## config.mk

```make
export PLATFORM = sky130hd
export DESIGN_NAME = mem_ctrl
export DESIGN_NICKNAME = d
export VERILOG_FILES = /design/src/rtl/mem_ctrl_pkg.sv /design/src/rtl/mem_ctrl.sv
export SDC_FILE = /design/constraint.sdc
export NUM_CORES = 1
export LEC_CHECK = 0
export CORE_AREA = 3 3 127 129
export CTS_BUF_LIST = sky130_fd_sc_hd__clkbuf_8
export CTS_CLUSTER_SIZE = 16
export DETAILED_ROUTE_END_ITERATION = 10
export DIE_AREA = 0 0 130 132
export PLACE_DENSITY_LB_ADDON = 0.1
export SLEW_MARGIN = 20
export SYNTH_ARGS = -nofsm -noshare
export SYNTH_HDL_FRONTEND = slang
export SYNTH_SLANG_ARGS = --single-unit
```

## constraint.sdc

```tcl
create_clock -name clk -period 2.8 [get_ports clk]
set_input_delay 0.42 -clock clk [delete_from_list [all_inputs] [get_ports clk]]
set_output_delay 0.42 -clock clk [all_outputs]
set_load 0.03 [all_outputs]
```

## src/rtl/mem_ctrl_pkg.sv

```systemverilog
// mem_ctrl_pkg: encodings shared by the memory controller and its clients.
//   - MEM_SZ_*  : request size codes carried on ls_size (byte / half / word)
//   - ST_*      : controller state encoding (2 bits)
//   - OWN_*     : which requester currently owns the memory port
//   - size_to_len(): byte count N (1/2/4) for a size code
package mem_ctrl_pkg;

    localparam logic [1:0] MEM_SZ_B = 2'd0;
    localparam logic [1:0] MEM_SZ_H = 2'd1;
    localparam logic [1:0] MEM_SZ_W = 2'd2;

    localparam logic [1:0] ST_IDLE  = 2'd0;
    localparam logic [1:0] ST_READ  = 2'd1;
    localparam logic [1:0] ST_WRITE = 2'd2;

    localparam logic OWN_IF = 1'b0;
    localparam logic OWN_LS = 1'b1;

    // Unknown size code 3 is treated as a word access.
    function automatic logic [2:0] size_to_len(input logic [1:0] size);
        logic [2:0] len;
        case (size)
            MEM_SZ_B: len = 3'd1;
            MEM_SZ_H: len = 3'd2;
            MEM_SZ_W: len = 3'd4;
            default:  len = 3'd4;
        endcase
        return len;
    endfunction

endpackage

```

## src/rtl/mem_ctrl.sv

```systemverilog
// mem_ctrl: arbitrates the byte-wide RAM/IO port between instruction fetch
// (IF) and the load/store buffer (LS). Each 1/2/4-byte request is turned into
// consecutive byte transactions; little-endian data is assembled (reads) or
// split (writes). The granted requester receives a one-cycle done pulse.
//
// Ports:
//   clk, rst         clock, synchronous active-high reset
//   rdy              global enable; low freezes every register, mem_wr forced 0
//   flush            misprediction clear; aborts reads, ignored by writes
//   if_req/if_addr   word fetch request (held until if_done)
//   if_done/if_data  fetch completion pulse and fetched word
//   ls_req/ls_we/ls_size/ls_addr/ls_wdata   load/store request (held until ls_done)
//   ls_done/ls_rdata load/store completion pulse and zero-extended load data
//   mem_din          RAM read byte, valid the cycle after its address
//   mem_dout/mem_a/mem_wr   byte write data, byte address, write strobe
//   io_buffer_full   UART buffer full; stalls writes to the IO window
module mem_ctrl
    import mem_ctrl_pkg::*;
(
    input  logic        clk,
    input  logic        rst,
    input  logic        rdy,
    input  logic        flush,
    input  logic        if_req,
    input  logic [31:0] if_addr,
    output logic        if_done,
    output logic [31:0] if_data,
    input  logic        ls_req,
    input  logic        ls_we,
    input  logic [1:0]  ls_size,
    input  logic [31:0] ls_addr,
    input  logic [31:0] ls_wdata,
    output logic        ls_done,
    output logic [31:0] ls_rdata,
    input  logic [7:0]  mem_din,
    output logic [7:0]  mem_dout,
    output logic [31:0] mem_a,
    output logic        mem_wr,
    input  logic        io_buffer_full
);

    logic [1:0]  state_reg, state_next;
    logic        owner_reg;
    logic [31:0] base_reg;
    logic [2:0]  len_reg;
    logic [2:0]  a_cnt_reg;     // bytes addressed so far
    logic [2:0]  d_cnt_reg;     // bytes captured so far (reads only)
    logic [31:0] buf_reg;       // read assembly buffer / latched store data
    logic        if_done_reg, ls_done_reg;
    logic [31:0] if_data_reg, ls_rdata_reg;

    logic [31:0] cur_addr;
    logic [31:0] rd_word;
    logic        grant_ok;
    logic        rd_issue, rd_capture, rd_last;
    logic        io_stall, wr_last;

    // 32-bit wrapping address of the byte currently being addressed.
    assign cur_addr = base_reg + {29'd0, a_cnt_reg};

    // Holding off grants while a done pulse is visible lets the requester
    // drop its req before it could be granted a second time.
    assign grant_ok = !flush && !if_done_reg && !ls_done_reg;

    // A captured byte always trails its address by one cycle, so a capture
    // is due whenever more bytes have been addressed than captured.
    assign rd_issue   = (state_reg == ST_READ) && (a_cnt_reg < len_reg);
    assign rd_capture = (state_reg == ST_READ) && (a_cnt_reg != d_cnt_reg);
    assign rd_last    = rd_capture && (d_cnt_reg == len_reg - 3'd1);

    // Writes into the IO window (addr[17:16] == 3) wait while the UART is full.
    assign io_stall = io_buffer_full && (cur_addr[17:16] == 2'b11);
    assign wr_last  = (state_reg == ST_WRITE) && !io_stall
                      && (a_cnt_reg == len_reg - 3'd1);

    // Buffer with the incoming byte merged into the lane being captured.
    genvar gi;
    generate
        for (gi = 0; gi < 4; gi++) begin : g_lane
            assign rd_word[8*gi +: 8] = (d_cnt_reg == 3'(gi)) ? mem_din
                                                              : buf_reg[8*gi +: 8];
        end
    endgenerate

    // State register
    always_ff @(posedge clk) begin
        if (rst) begin
            state_reg <= ST_IDLE;
        end else if (rdy) begin
            state_reg <= state_next;
        end
    end

    // Next-state logic; LS has fixed priority over IF.
    always_comb begin
        state_next = state_reg;
        case (state_reg)
            ST_IDLE: begin
                if (grant_ok) begin
                    if (ls_req) begin
                        state_next = ls_we ? ST_WRITE : ST_READ;
                    end else if (if_req) begin
                        state_next = ST_READ;
                    end
                end
            end
            ST_READ: begin
                if (flush || rd_last) begin
                    state_next = ST_IDLE;
                end
            end
            ST_WRITE: begin
                // Stores arrive only after commit, so flush cannot cancel them.
                if (wr_last) begin
                    state_next = ST_IDLE;
                end
            end
            default: state_next = ST_IDLE;
        endcase
    end

    // Byte sequencer: request latch, counters, data buffer and done pulses.
    always_ff @(posedge clk) begin
        if (rst) begin
            owner_reg    <= OWN_IF;
            base_reg     <= '0;
            len_reg      <= '0;
            a_cnt_reg    <= '0;
            d_cnt_reg    <= '0;
            buf_reg      <= '0;
            if_done_reg  <= 1'b0;
            ls_done_reg  <= 1'b0;
            if_data_reg  <= '0;
            ls_rdata_reg <= '0;
        end else if (rdy) begin
            if_done_reg <= 1'b0;
            ls_done_reg <= 1'b0;
            case (state_reg)
                ST_IDLE: begin
                    if (state_next != ST_IDLE) begin
                        owner_reg <= ls_req ? OWN_LS : OWN_IF;
                        base_reg  <= ls_req ? ls_addr : if_addr;
                        len_reg   <= ls_req ? size_to_len(ls_size) : 3'd4;
                        a_cnt_reg <= '0;
                        d_cnt_reg <= '0;
                        // Reads start from zero so unused upper bytes stay 0.
                        buf_reg   <= (ls_req && ls_we) ? ls_wdata : 32'd0;
                    end
                end
                ST_READ: begin
                    if (flush) begin
                        a_cnt_reg <= '0;
                        d_cnt_reg <= '0;
                    end else begin
                        if (rd_issue) begin
                            a_cnt_reg <= a_cnt_reg + 3'd1;
                        end
                        if (rd_capture) begin
                            buf_reg   <= rd_word;
                            d_cnt_reg <= d_cnt_reg + 3'd1;
                        end
                        if (rd_last) begin
                            a_cnt_reg <= '0;
                            d_cnt_reg <= '0;
                            if (owner_reg == OWN_LS) begin
                                ls_done_reg  <= 1'b1;
                                ls_rdata_reg <= rd_word;
                            end else begin
                                if_done_reg <= 1'b1;
                                if_data_reg <= rd_word;
                            end
                        end
                    end
                end
                ST_WRITE: begin
                    if (!io_stall) begin
                        if (wr_last) begin
                            a_cnt_reg   <= '0;
                            ls_done_reg <= 1'b1;
                        end else begin
                            a_cnt_reg <= a_cnt_reg + 3'd1;
                        end
                    end
                end
                default: ;
            endcase
        end
    end

    // Port outputs, decoded from the held state so they freeze with rdy low.
    always_comb begin
        mem_a    = 32'd0;
        mem_dout = 8'd0;
        mem_wr   = 1'b0;
        case (state_reg)
            ST_READ: begin
                if (rd_issue) begin
                    mem_a = cur_addr;
                end
            end
            ST_WRITE: begin
                mem_a    = cur_addr;
                mem_dout = buf_reg[{a_cnt_reg[1:0], 3'b000} +: 8];
                mem_wr   = rdy && !io_stall;
            end
            default: ;
        endcase
    end

    assign if_done  = if_done_reg;
    assign ls_done  = ls_done_reg;
    assign if_data  = if_data_reg;
    assign ls_rdata = ls_rdata_reg;

endmodule
```

Yosys cells after proc, flatten, opt, wreduce, memory -nomap -nowiden

Index checks and enable logic that the tools add are counted.

Register bits after elaboration: 142
Bits in latches: 0
Memory bits (writable): 0
ROM bits: 0
Bits of input ports: 114
Output and inout port bits: 107
Word-level logic and storage cells: 107
Memories kept: 0

Add/subtract/negate cells: 4
Multipliers: 0
Divide/modulo/power cells: 0
Order comparisons: 1
Eq/ne operators: 16
Shift operators: 1
Multiplexer cells: 45
Bitwise gates (word level): 2
Reduce and logical (&&, ||, !) cells: 27

Operator list:

| cell                  | number |
|---|---|
| $mux W32              | 6 |
| $pmux W32 S2          | 2 |
| $mux W8               | 5 |
| $add A32 B3 Y32       | 1 |
| $shiftx A32 B6 Y8     | 1 |
| $mux W3               | 10 |
| $reduce_and A5 Y1     | 4 |
| $mux W2               | 6 |
| $pmux W3 S2           | 2 |
| $mux W1               | 11 |
| $logic_and A1 B1 Y1   | 10 |
| $pmux W3 S3           | 1 |
| $ne A2 B2 Y1 const B  | 4 |
| $ne A4 B4 Y1 const B  | 2 |
| $add A3 B1 Y3 const B | 2 |
| $eq A3 B2 Y1 const B  | 2 |
| $eq A3 B3 Y1          | 2 |
| $pmux W2 S3           | 1 |
| $eq A2 B1 Y1 const B  | 2 |
| $eq A2 B2 Y1 const B  | 2 |
| $logic_not A1 Y1      | 4 |
| $logic_not A2 Y1      | 2 |
| $reduce_and A4 Y1     | 1 |
| $reduce_bool A2 Y1    | 2 |
| other kinds (10)      | 11 |

Longest topological paths before layout

Gate-level depths: netlist (run 1).

Depth after elaboration: 11
Depth in mapped cells: 10
Mapped depth without buffers: 9

Least setup slack after synthesis (run 1)

Ideal clock, no wire load.

Path type: register -> output
From: register a_cnt_reg[0]
To: output port mem_a[24]
Arrival time: 2323 ps
Required time: 2380 ps
Slack: 57 ps
Cell stages (with the launch flop): 9
Buffers on the path: 0
Cells stage by stage: dfxtp_1 > ha_1 > fa_1 > a21o_1 > nand2_1 > nor4_1 > nand3_1 > xor2_1 > nor2_1

Word-level cells in the longest chain between the ends: 4
Elaborated cells on any way between the ends: 5
Classes of those cells: 1 x add/sub; 1 x order compare; 2 x mux; 1 x reduce/logical

Ends and longest elaborated chain:

| item                                                    | RTL line        | source |
|---|---|---|
| from (decl)                                             | mem_ctrl.sv:46  | `logic [2:0] a_cnt_reg;` |
| from (signal assigned)                                  | mem_ctrl.sv:156 | `a_cnt_reg <= a_cnt_reg + 3'd1;` |
| from (signal assigned)                                  | mem_ctrl.sv:181 | `a_cnt_reg <= a_cnt_reg + 3'd1;` |
| branches (longest 3 deep; another with $add A32 B3 Y32) | n/a             |  |
| $pmux W32 S2 *                                          | mem_ctrl.sv:195 | `case (state_reg)` |
| to (decl)                                               | mem_ctrl.sv:37  | `output logic [31:0] mem_a,` |

Mark *: on every way between the ends.

Worst setup path in the final report (run 1)

From: register base_reg[13]
To: output port mem_wr

Word-level cells in the longest chain between the ends: 6

Ends and longest elaborated chain:

| item                   | RTL line        | source |
|---|---|---|
| from (decl)            | mem_ctrl.sv:44  | `logic [31:0] base_reg;` |
| from (signal assigned) | mem_ctrl.sv:142 | `base_reg <= ls_req ? ls_addr : if_addr;` |
| $add A32 B3 Y32        | mem_ctrl.sv:59  | `assign cur_addr = base_reg + {29'd0, a_cnt_reg};` |
| $eq A2 B2 Y1           | mem_ctrl.sv:72  | `assign io_stall = io_buffer_full && (cur_addr[17:16] == 2'b11);` |
| $logic_and A1 B1 Y1    | mem_ctrl.sv:72  |  |
| $logic_not A1 Y1       | mem_ctrl.sv:204 | `mem_wr = rdy && !io_stall;` |
| $logic_and A1 B1 Y1    | mem_ctrl.sv:204 |  |
| $mux W1                | mem_ctrl.sv:195 |  |
| to (decl)              | mem_ctrl.sv:38  | `output logic mem_wr,` |

No other way between the ends.

==> results of run 1 <==
-- worst max path at each step --
stage | cells past startpoint | end | start
2_1_floorplan | 8 | mem_a[24] | a_cnt_reg[0]
3_3_place_gp | 10 | a_cnt_reg[2] | base_reg[0]
3_5_place_dp | 10 | a_cnt_reg[2] | base_reg[0]
4_1_cts | 7 | mem_wr | a_cnt_reg[1]
5_1_grt | 8 | mem_wr | base_reg[0]
6_report | 6 | mem_wr | base_reg[13]
-- final cells by class --
cell class	count	area (µm²)
clock buffer	17	234
clock inverter	15	165
fill	1260	4580
inverter	17	63.8
multi-input combinational	632	4410
sequential	142	2850
tap	188	235
timing repair buffer	267	2600
-- metrics by stage --
| step | power (mW) | area, µm² | util [%] |
|---|---|---|---|
| 2_1_floorplan | 2.61 | 7390 | - |
| 3_3_place_gp | 2.92 | 9830 | 64.9 |
| 3_5_place_dp | 2.93 | 9830 | 64.9 |
| 4_1_cts | 4.59 | 10400 | 68.6 |
| 5_1_grt | 4.77 | 10600 | 69.8 |
| 6_report | 4.58 | 10600 | 69.8 |
-- per-layer routing --
metal,GRT usage [%],up-vias
met2,40.9,256
met4,6.12,0
met3,6.16,24
met5,0,-
li1,-,3487
met1,32.9,3216
-- layout by cell type, fill, tap and decap left out, types with 8 or more instances in the layout --
cell,instances
nand3_1,11
inv_1,17
buf_4,62
mux2i_1,65
buf_12,8
and2_1,10
clkbuf_8,17
xnor2_1,13
xor2_1,24
nor2b_1,37
clkdlybuf4s50_1,177
nor2_1,166
nand2_1,21
mux4_2,8
a21oi_1,42
ha_1,14
dfxtp_1,135
nor2_2,8
a211oi_1,130
-- report_power, final --
part / total (mW) / internal (mW) / leakage (nW) / switching [mW]
logic: 0.710 / 0.356 / 2.42 / 0.354
registers: 2.20 / 2.11 / 1.16 / 0.0890
clock network: 1.67 / 0.747 / 0.198 / 0.926
total: 4.58 / 3.21 / 3.77 / 1.37
-- cell families (layout without fill, tap and decap cells) --
family | count (synthesis) | in the layout | share of synthesized area (%)
compound gates | 201 | 201 | 19.0
flops | 142 | 142 | 38.5
buf+inv | 84 | 316 | 4.32
xor+xnor | 37 | 37 | 4.38
simple gates | 302 | 302 | 19.2
fa+ha+maj | 18 | 18 | 3.15
mux | 74 | 74 | 11.4
-- repair_timing --
item | 4_1_cts | 5_1_grt
hold endpoints to repair | 0 | 0
setup buffers | 11 | 5
pin swaps | 10 | 7
gates resized for setup | 76 | 63
cloned | 0 | 3
endpoints found under the setup margin | 43 | 37
==> results_dict.tcl, run 1 <==
set metrics [dict create \
    num_io_pins 221 \
    vias 6983 \
    timing.critical_path.fanout_max 4 \
    cts_tree "done" \
    rows 45 \
    finalSetupViolations 10 \
    powerDensity_nw_per_um2 434 \
    cp.required_ns 2.38 \
    synth-seq-cells 142 \
    clk_latency_ns 0.46 \
    highest_layer "met4" \
    cp-start-kind "register" \
    nets 1209 \
    fin_crit_ns 2.99 \
    hold_buffers 0 \
    hold-path-cell-count 2 \
    cts_buffers 17 \
    die_h_um 132 \
    timing.slew.headroom_pct 29.9 \
    synth_edf_count 0 \
    areaGrowthSynthToFinish_pct 43.0 \
    wl_per_cell_um 17.5 \
    maxCapViolCount 0 \
    fin_cells 1278 \
    worst-r2r-cell-count 8 \
    cp_top_family "simple AND/OR/NAND/NOR gates" \
    overflow 0 \
    crit_type "reg2out" \
    ys_seq_area_share_pct 38.5 \
    leakagePower_nw 3.77 \
    dp.cells 1229 \
    start_util_pct 48.8 \
    dieArea_um2 17200 \
    worst_pin_slew_ns 1.05 \
    async_flop_share_pct 0 \
    hold_end "if_done" \
    ir_worst_vdd_v 0.000262 \
    wl_met1_um 9730 \
    status "finished with violations" \
    cp.arrival_ns 2.57 \
    yosysTopAreaCell "dfxtp_1" \
    finalCritPeriodShare_pct 107 \
    coreArea_um2 15100 \
    hpwl_um 15600 \
    firstDrtPassIters 5 \
    slew_viol_final 0 \
    cp-end-kind "output pin" \
    avgSynthCellArea_um2 8.61 \
    skew_ns 0.0110 \
    wl_um 22400 \
    cts_sinks 142 \
    fp.dieW_um 130 \
    synthTopCellsByArea "dfxtp_1, a211oi_1, nor2_1, mux2i_1, nor2b_1" \
    syn_inst 858 \
    hold_viol 0 \
    place.gp.congestion 0.887 \
    routed-wl-met2_um 10800 \
    synth_flop_cell "dfxtp_1" \
    whs_ns 0.426 \
    drive_above_1_share_pct 15.8 \
    slowest_stage "or4_4" \
    reg2reg_to "a_cnt_reg[2]" \
    io_buffers 220 \
    drc 0 \
    violations "setup timing" \
    pre_cts_ws_ns -0.0833 \
    fmax_ghz 0.334 \
    reg2reg_from "base_reg[13]" \
    clk_path_buf_depth 2 \
    synthDistinctLibCells 50 \
    cts_root_buffer "clkbuf_8" \
    synth_top_cell_area_share_pct 38.5 \
    grt_max_degree 70 \
    slowest_delay_ns 0.52 \
    track_usage_pct 24.9 \
    ant_nets 0 \
    syn_nets 990 \
    yosysMostFrequentCell "nor2_1" \
    n_antenna_cell 0 \
    final.setup.tns_ns -0.706 \
    hold_class "in2reg" \
    fin_ws_ns -0.195 \
    grt_pass1_wl_um 34200 \
    vias_per_cell 5.46 \
    cts_max_level 4 \
    synth_area_um2 7390 \
    synthTopCellsByCount "nor2_1, dfxtp_1, a211oi_1" \
    clk_pin_slew_ns 0.09 \
    rsz0062_at_grt "true" \
    met3_length_um 1560 \
    crit_chain "and4_4, nand4_4, or4_4, a221o_1, and3_4, buf_6" \
    grt_pass1_vias 6444 \
    cp_num_buf_inv 1 \
    worstHoldStart "rst" \
    antenna_found_initial 0 \
    drtIter0Drc 499 \
    rrSetupSlack_ns 0.17 \
    yosys_warnings 0 \
]
Power figures use the tool's default switching activity.
==> run 2, diff against run 1 <==
--- a/config.mk
+++ b/config.mk
@@ -5,11 +5,11 @@
 export SDC_FILE = /design/constraint.sdc
 export NUM_CORES = 1
 export LEC_CHECK = 0
-export CORE_AREA = 3 3 127 129
+export CORE_AREA = 3 3 134 136
 export CTS_BUF_LIST = sky130_fd_sc_hd__clkbuf_8
 export CTS_CLUSTER_SIZE = 16
 export DETAILED_ROUTE_END_ITERATION = 10
-export DIE_AREA = 0 0 130 132
+export DIE_AREA = 0 0 137 139
 export PLACE_DENSITY_LB_ADDON = 0.1
 export SLEW_MARGIN = 20
 export SYNTH_ARGS = -nofsm -noshare
==> constraint.sdc (replaced) <==
create_clock -name clk -period 2.5 [get_ports clk]
set_input_delay 0.375 -clock clk [delete_from_list [all_inputs] [get_ports clk]]
set_output_delay 0.375 -clock clk [all_outputs]
set_load 0.03 [all_outputs]
==> results_dict.tcl, run 2 (synthesis gave the netlist of run 1 again) <==
set metrics [dict create \
    combinationalPowerShare_pct 16.5 \
    coreArea_um2 17100 \
    dieArea_um2 19000 \
    start_util_pct 43.3 \
    p_clk_share_pct 36.0 \
    final_common_cell "clkdlybuf4s50_1" \
    ir_worst_vdd_v 0.000346 \
    power.internal_mw 3.69 \
    drtIter0Drc 358 \
    fmax_ghz 0.337 \
    power_switching_mw 1.49 \
    worst_pin_slew_ns 1.08 \
    overflow 0 \
    fin_crit_ns 2.97 \
    sw_frac_of_total_pct 28.8 \
    cts_sinks 142 \
    final.setup.tns_ns -8.01 \
    leakagePower_nw 3.99 \
    whs_ns 0.434 \
    crit_type "reg2out" \
    cts_tree "done" \
    fin_ws_ns -0.466 \
    slowest_delay_ns 0.40 \
    grt_pass1_vias 6678 \
    track_usage_pct 23.8 \
    postPlaceCellArea_um2 10100 \
    timing.slew.headroom_pct 28.0 \
    hpwl_um 16700 \
    status "finished with violations" \
    cp-start-kind "register" \
    place.gp.congestion 0.830 \
    drive_above_1_share_pct 21.6 \
    cts_root_buffer "clkbuf_8" \
    final_cell_mix "clkdlybuf4s50_1, nor2_1, dfxtp_1" \
    ant_nets 0 \
    hold_buffers 0 \
    violations "setup timing" \
    cp.required_ns 2.12 \
    cp-end-kind "output pin" \
    clk_pin_slew_ns 0.08 \
    cp.arrival_ns 2.59 \
    grt_pass1_wl_um 36100 \
    slew_viol_final 0 \
    wl_per_cell_um 18.5 \
    timing.critical_path.fanout_max 3 \
    num-fill-cells 1463 \
    hold_viol 0 \
    vias_per_cell 5.32 \
    powerDensity_nw_per_um2 462 \
    rows 48 \
    areaGrowthSynthToFinish_pct 51.7 \
    grt_max_degree 70 \
    antenna_found_initial 0 \
    clk_path_buf_depth 2 \
    cts_max_level 4 \
    design_area_um2 11200 \
    hold_class "in2reg" \
    finalSetupViolations 38 \
    n_antenna_cell 0 \
    vias 7141 \
    rrSetupSlack_ns -0.11 \
    drc 0 \
    wl_um 24800 \
    die_h_um 139 \
    finalCritPeriodShare_pct 119 \
    power_frac_seq_pct 47.5 \
    rsz0062_at_grt "true" \
    fp.dieW_um 137 \
    fin_total_pwr_mw 5.18 \
    crit_chain "ha_4, fa_2, a21o_1, nand4_1, or3_1, a221o_1, and3_4, buf_12" \
    maxCapViolCount 0 \
    cts_buffers 17 \
    skew_ns 0.0152 \
    final_core_util_pct 65.7 \
    slowest_stage "a221o_1" \
    firstDrtPassIters 5 \
    io_buffers 220 \
    clk_latency_ns 0.45 \
    nets 1238 \
    num_io_pins 221 \
]
==> run 2: cell count changes in the layout (fill, tap and decap cells not counted), moves of 7 or more <==
cell and change:
buf_6 +16, nor2_4 +14, buf_4 +11, nor2_1 -11, clkbuf_2 +7, dlygate4sd2_1 -7
==> run 2: worst max-delay path: cells and delay by family (launching register included) <==
| family | cells | cell delay [ns] |
|---|---|---|
| compound gates | 2 | 0.55 |
| fa+ha+maj | 2 | 0.36 |
| buf+inv | 1 | 0.13 |
| flops | 1 | 0.36 |
| simple gates | 3 | 0.76 |
==> run 2: worst paths after layout <==
path | from | to | depth (start not counted)
setup / recovery | base_reg[0] | mem_wr | 8
hold / removal | rst | d_cnt_reg[1] | 2
setup reg to reg | base_reg[0] | a_cnt_reg[2] | 10
hold reg to reg | ls_rdata[22] | ls_rdata[22] | 2
==> run 2: power groups by stage <==
stage / Combinational, mW / Clock (mW) / Sequential [mW]
6_report: 0.857 / 1.86 / 2.46
3_5_place_dp: 0.814 / 0 / 2.51
5_1_grt: 0.937 / 1.99 / 2.47
3_3_place_gp: 0.805 / 0 / 2.51
4_1_cts: 0.822 / 1.89 / 2.46
2_1_floorplan: 0.438 / 0 / 2.49
==> run 2: repair_timing <==
item	4_1_cts	5_1_grt
buffers inserted	8	17
cloned	0	5
endpoints found under the setup margin	42	89
resized for setup	29	115
pin swaps	10	31
==> run 2: area by class of cell <==
type / instances / area [µm²] / area share [%]
Multi-Input combinational cell: 632 / 4690 / 41.9
Timing Repair Buffer: 296 / 2930 / 26.1
Sequential cell: 142 / 2850 / 25.5
Tap cell: 225 / 282 / 2.51
Clock buffer: 17 / 234 / 2.09
Clock inverter: 14 / 159 / 1.42
Inverter: 17 / 63.8 / 0.569
==> run 2: layer usage <==
metal / GRT usage, % / vias to the layer above / routed length [µm]
met5: 0 / - / 0
met1: 31.4 / 3324 / 10500
met4: 5.78 / 0 / 291
met3: 5.81 / 26 / 1830
met2: 39.3 / 252 / 12200
li1: - / 3539 / -
==> run 2: stage by stage <==
stage / worst slack [ns] / cells
after floorplan: 0.0247 / 858
after global placement: -0.0275 / 1285
after detailed placement: -0.0515 / 1285
after CTS: -0.408 / 1322
after global routing: -0.535 / 1343
final: -0.466 / 1343
==> run 3, diff against run 2 <==
--- a/config.mk
+++ b/config.mk
@@ -5,11 +5,12 @@
 export SDC_FILE = /design/constraint.sdc
 export NUM_CORES = 1
 export LEC_CHECK = 0
-export CORE_AREA = 3 3 134 136
+export ABC_AREA = 1
+export CORE_AREA = 3 3 139 141
 export CTS_BUF_LIST = sky130_fd_sc_hd__clkbuf_8
 export CTS_CLUSTER_SIZE = 16
 export DETAILED_ROUTE_END_ITERATION = 10
-export DIE_AREA = 0 0 137 139
+export DIE_AREA = 0 0 142 144
 export PLACE_DENSITY_LB_ADDON = 0.1
 export SLEW_MARGIN = 20
 export SYNTH_ARGS = -nofsm -noshare
==> results_dict.tcl, run 3 <==
set metrics [dict create \
    cp-start-kind "register" \
    die_h_um 144 \
    postPlaceCellArea_um2 11400 \
    vias_per_cell 5.58 \
    hold_class "in2reg" \
    yosysMostFrequentCell "nand2_1" \
    cp-end-kind "register" \
    ys_seq_area_share_pct 34.2 \
    cts_tree "done" \
    grt_pass1_vias 9355 \
    crit_type "reg2reg" \
    final_core_util_pct 76.7 \
    firstDrtPassIters 5 \
    syn_inst 1292 \
    avgSynthCellArea_um2 6.43 \
    slowest_delay_ns 0.37 \
    wl_um 34900 \
    cp.required_ns 2.91 \
    ant_nets 0 \
    cts_buffers 17 \
    track_usage_pct 29.9 \
    clk_latency_ns 0.47 \
    dieArea_um2 20400 \
    final.setup.tns_ns -41.27 \
    synth_edf_count 0 \
    worst_pin_slew_ns 0.639 \
    slowest_stage "dfxtp_4" \
    clk_pin_slew_ns 0.10 \
    fin_total_pwr_mw 6.76 \
    coreArea_um2 18100 \
    n_antenna_cell 0 \
    fmax_ghz 0.327 \
    place.gp.congestion 0.949 \
    maxCapViolCount 0 \
    synth-seq-cells 142 \
    overflow 0 \
    hold_viol 0 \
    wl_per_cell_um 18.8 \
    fin_ws_ns -0.561 \
    cp.arrival_ns 3.47 \
    drive_above_1_share_pct 31.3 \
    clk_path_buf_depth 2 \
    crit_chain "ha_4, buf_6, nand2_2, nor2_1, nand3_1, nand2_4, nand2_1, nand2_1, nand2_1, inv_2, nand2_2, buf_6, nand3_4, nand3_2, nand3_2, nand2_4, nand3_4, nand3_4, buf_6, clkbuf_16, nand2_2, nand2_1, nor2_1" \
    fp.dieW_um 142 \
    hpwl_um 20900 \
    cts_sinks 142 \
    final_common_cell "nand2_1" \
    status "finished with violations" \
    cts_max_level 4 \
    syn_nets 1424 \
    yosysTopAreaCell "dfxtp_1" \
    nets 1744 \
    rsz0062_at_grt "true" \
    finalCritPeriodShare_pct 122 \
    synth_flop_cell "dfxtp_1" \
    async_flop_share_pct 0 \
    design_area_um2 13900 \
    num_io_pins 221 \
    synth_top_cell_area_share_pct 34.2 \
    cp_top_family "simple AND/OR/NAND/NOR gates" \
    timing.slew.headroom_pct 57.0 \
    areaGrowthSynthToFinish_pct 66.8 \
    cp_num_buf_inv 5 \
    ir_worst_vdd_v 0.000399 \
    path_common_cell "nand2_1" \
    synthTopCellsByCount "nand2_1, inv_1, a21oi_1" \
    io_buffers 220 \
    drc 0 \
    grt_pass1_wl_um 48500 \
    yosys_warnings 0 \
    pre_cts_ws_ns -0.201 \
    synthTopCellsByArea "dfxtp_1, nand2_1, a21oi_1, inv_1, o21ai_0" \
    synth_area_um2 8310 \
    drtIter0Drc 784 \
    violations "setup timing" \
    fin_crit_ns 3.06 \
    synthDistinctLibCells 34 \
    cts_root_buffer "clkbuf_8" \
    leakagePower_nw 5.71 \
    antenna_found_initial 0 \
    final_cell_mix "nand2_1, clkdlybuf4s50_1, inv_1" \
    slew_viol_final 0 \
    skew_ns 0.0142 \
    hold_buffers 0 \
    powerDensity_nw_per_um2 487 \
    vias 10300 \
    timing.critical_path.fanout_max 8 \
    rows 49 \
    start_util_pct 46.0 \
    grt_max_degree 67 \
    finalSetupViolations 107 \
]
==> run 3: changes by cell type in the layout (fill, tap and decap cells not counted), sizes merged, moves of 78 or more <==
cell,previous run,this run
a211oi,130,1
inv,21,187
nand2,23,312
buf,109,187
a21oi,43,154
o21ai,11,131
==> run 3: path summary, 6_finish.rpt <==
kind / startpoint / to / slack, ns / cells past startpoint
hold reg to reg: ls_rdata[9] / ls_rdata[9] / 0.44 / 2
setup / recovery: a_cnt_reg[2] / buf_reg[12] / -0.56 / 23
hold / removal: ls_req / owner_reg / 0.35 / 3
setup reg to reg: a_cnt_reg[2] / buf_reg[12] / -0.56 / 23
==> run 3: kinds of logic (layout without fill, tap and decap cells) <==
logic type      after synthesis  in the layout  share of synthesized area (%)
fa+ha+maj                    18             18                           2.80
xor+xnor                     10             10                           1.05
compound gates              291            291                           18.2
mux                          32             32                           3.85
flops                       142            142                           34.2
buf+inv                     255            588                           12.3
simple gates                544            544                           27.7
==> run 3: worst min-delay path, stage by stage <==
cell and delay (ns):
buf_2 0.18, nand4_1 0.16, a21oi_2 0.06
==> run 3: power by group <==
group          switching [mW]  internal [mW]
combinational            1.40           1.01
sequential              0.122           2.40
clock                    1.09          0.736
==> run 3: layer usage <==
metal	global-route usage [%]	vias up	wire, µm
li1	-	4811	-
met1	34.9	4807	12600
met2	52.4	592	17400
met3	7.21	139	3090
met4	12.7	0	1830
met5	0	-	0
==> run 3: stage by stage <==
stage	hold slack, ns	std cells
2_1_floorplan	0.439	1292
6_report	0.346	1854
3_3_place_gp	0.431	1761
3_5_place_dp	0.433	1761
5_1_grt	0.349	1854
4_1_cts	0.306	1840
==> run 3: repair_timing <==
action / in CTS / in global routing
buffers inserted: 38 / 19
cloned: 10 / 5
pin swaps: 31 / 56
gates resized for setup: 169 / 260
setup endpoints to repair: 110 / 146
==> run 3: area by class of cell <==
class | instances | area, µm²
Tap cell | 229 | 287
Timing Repair inverter | 2 | 46.3
Inverter | 183 | 711
Fill cell | 1256 | 4220
Clock buffer | 17 | 234
Multi-Input combinational cell | 895 | 5730
Sequential cell | 142 | 2860
Clock inverter | 15 | 141
Timing Repair Buffer | 371 | 3850
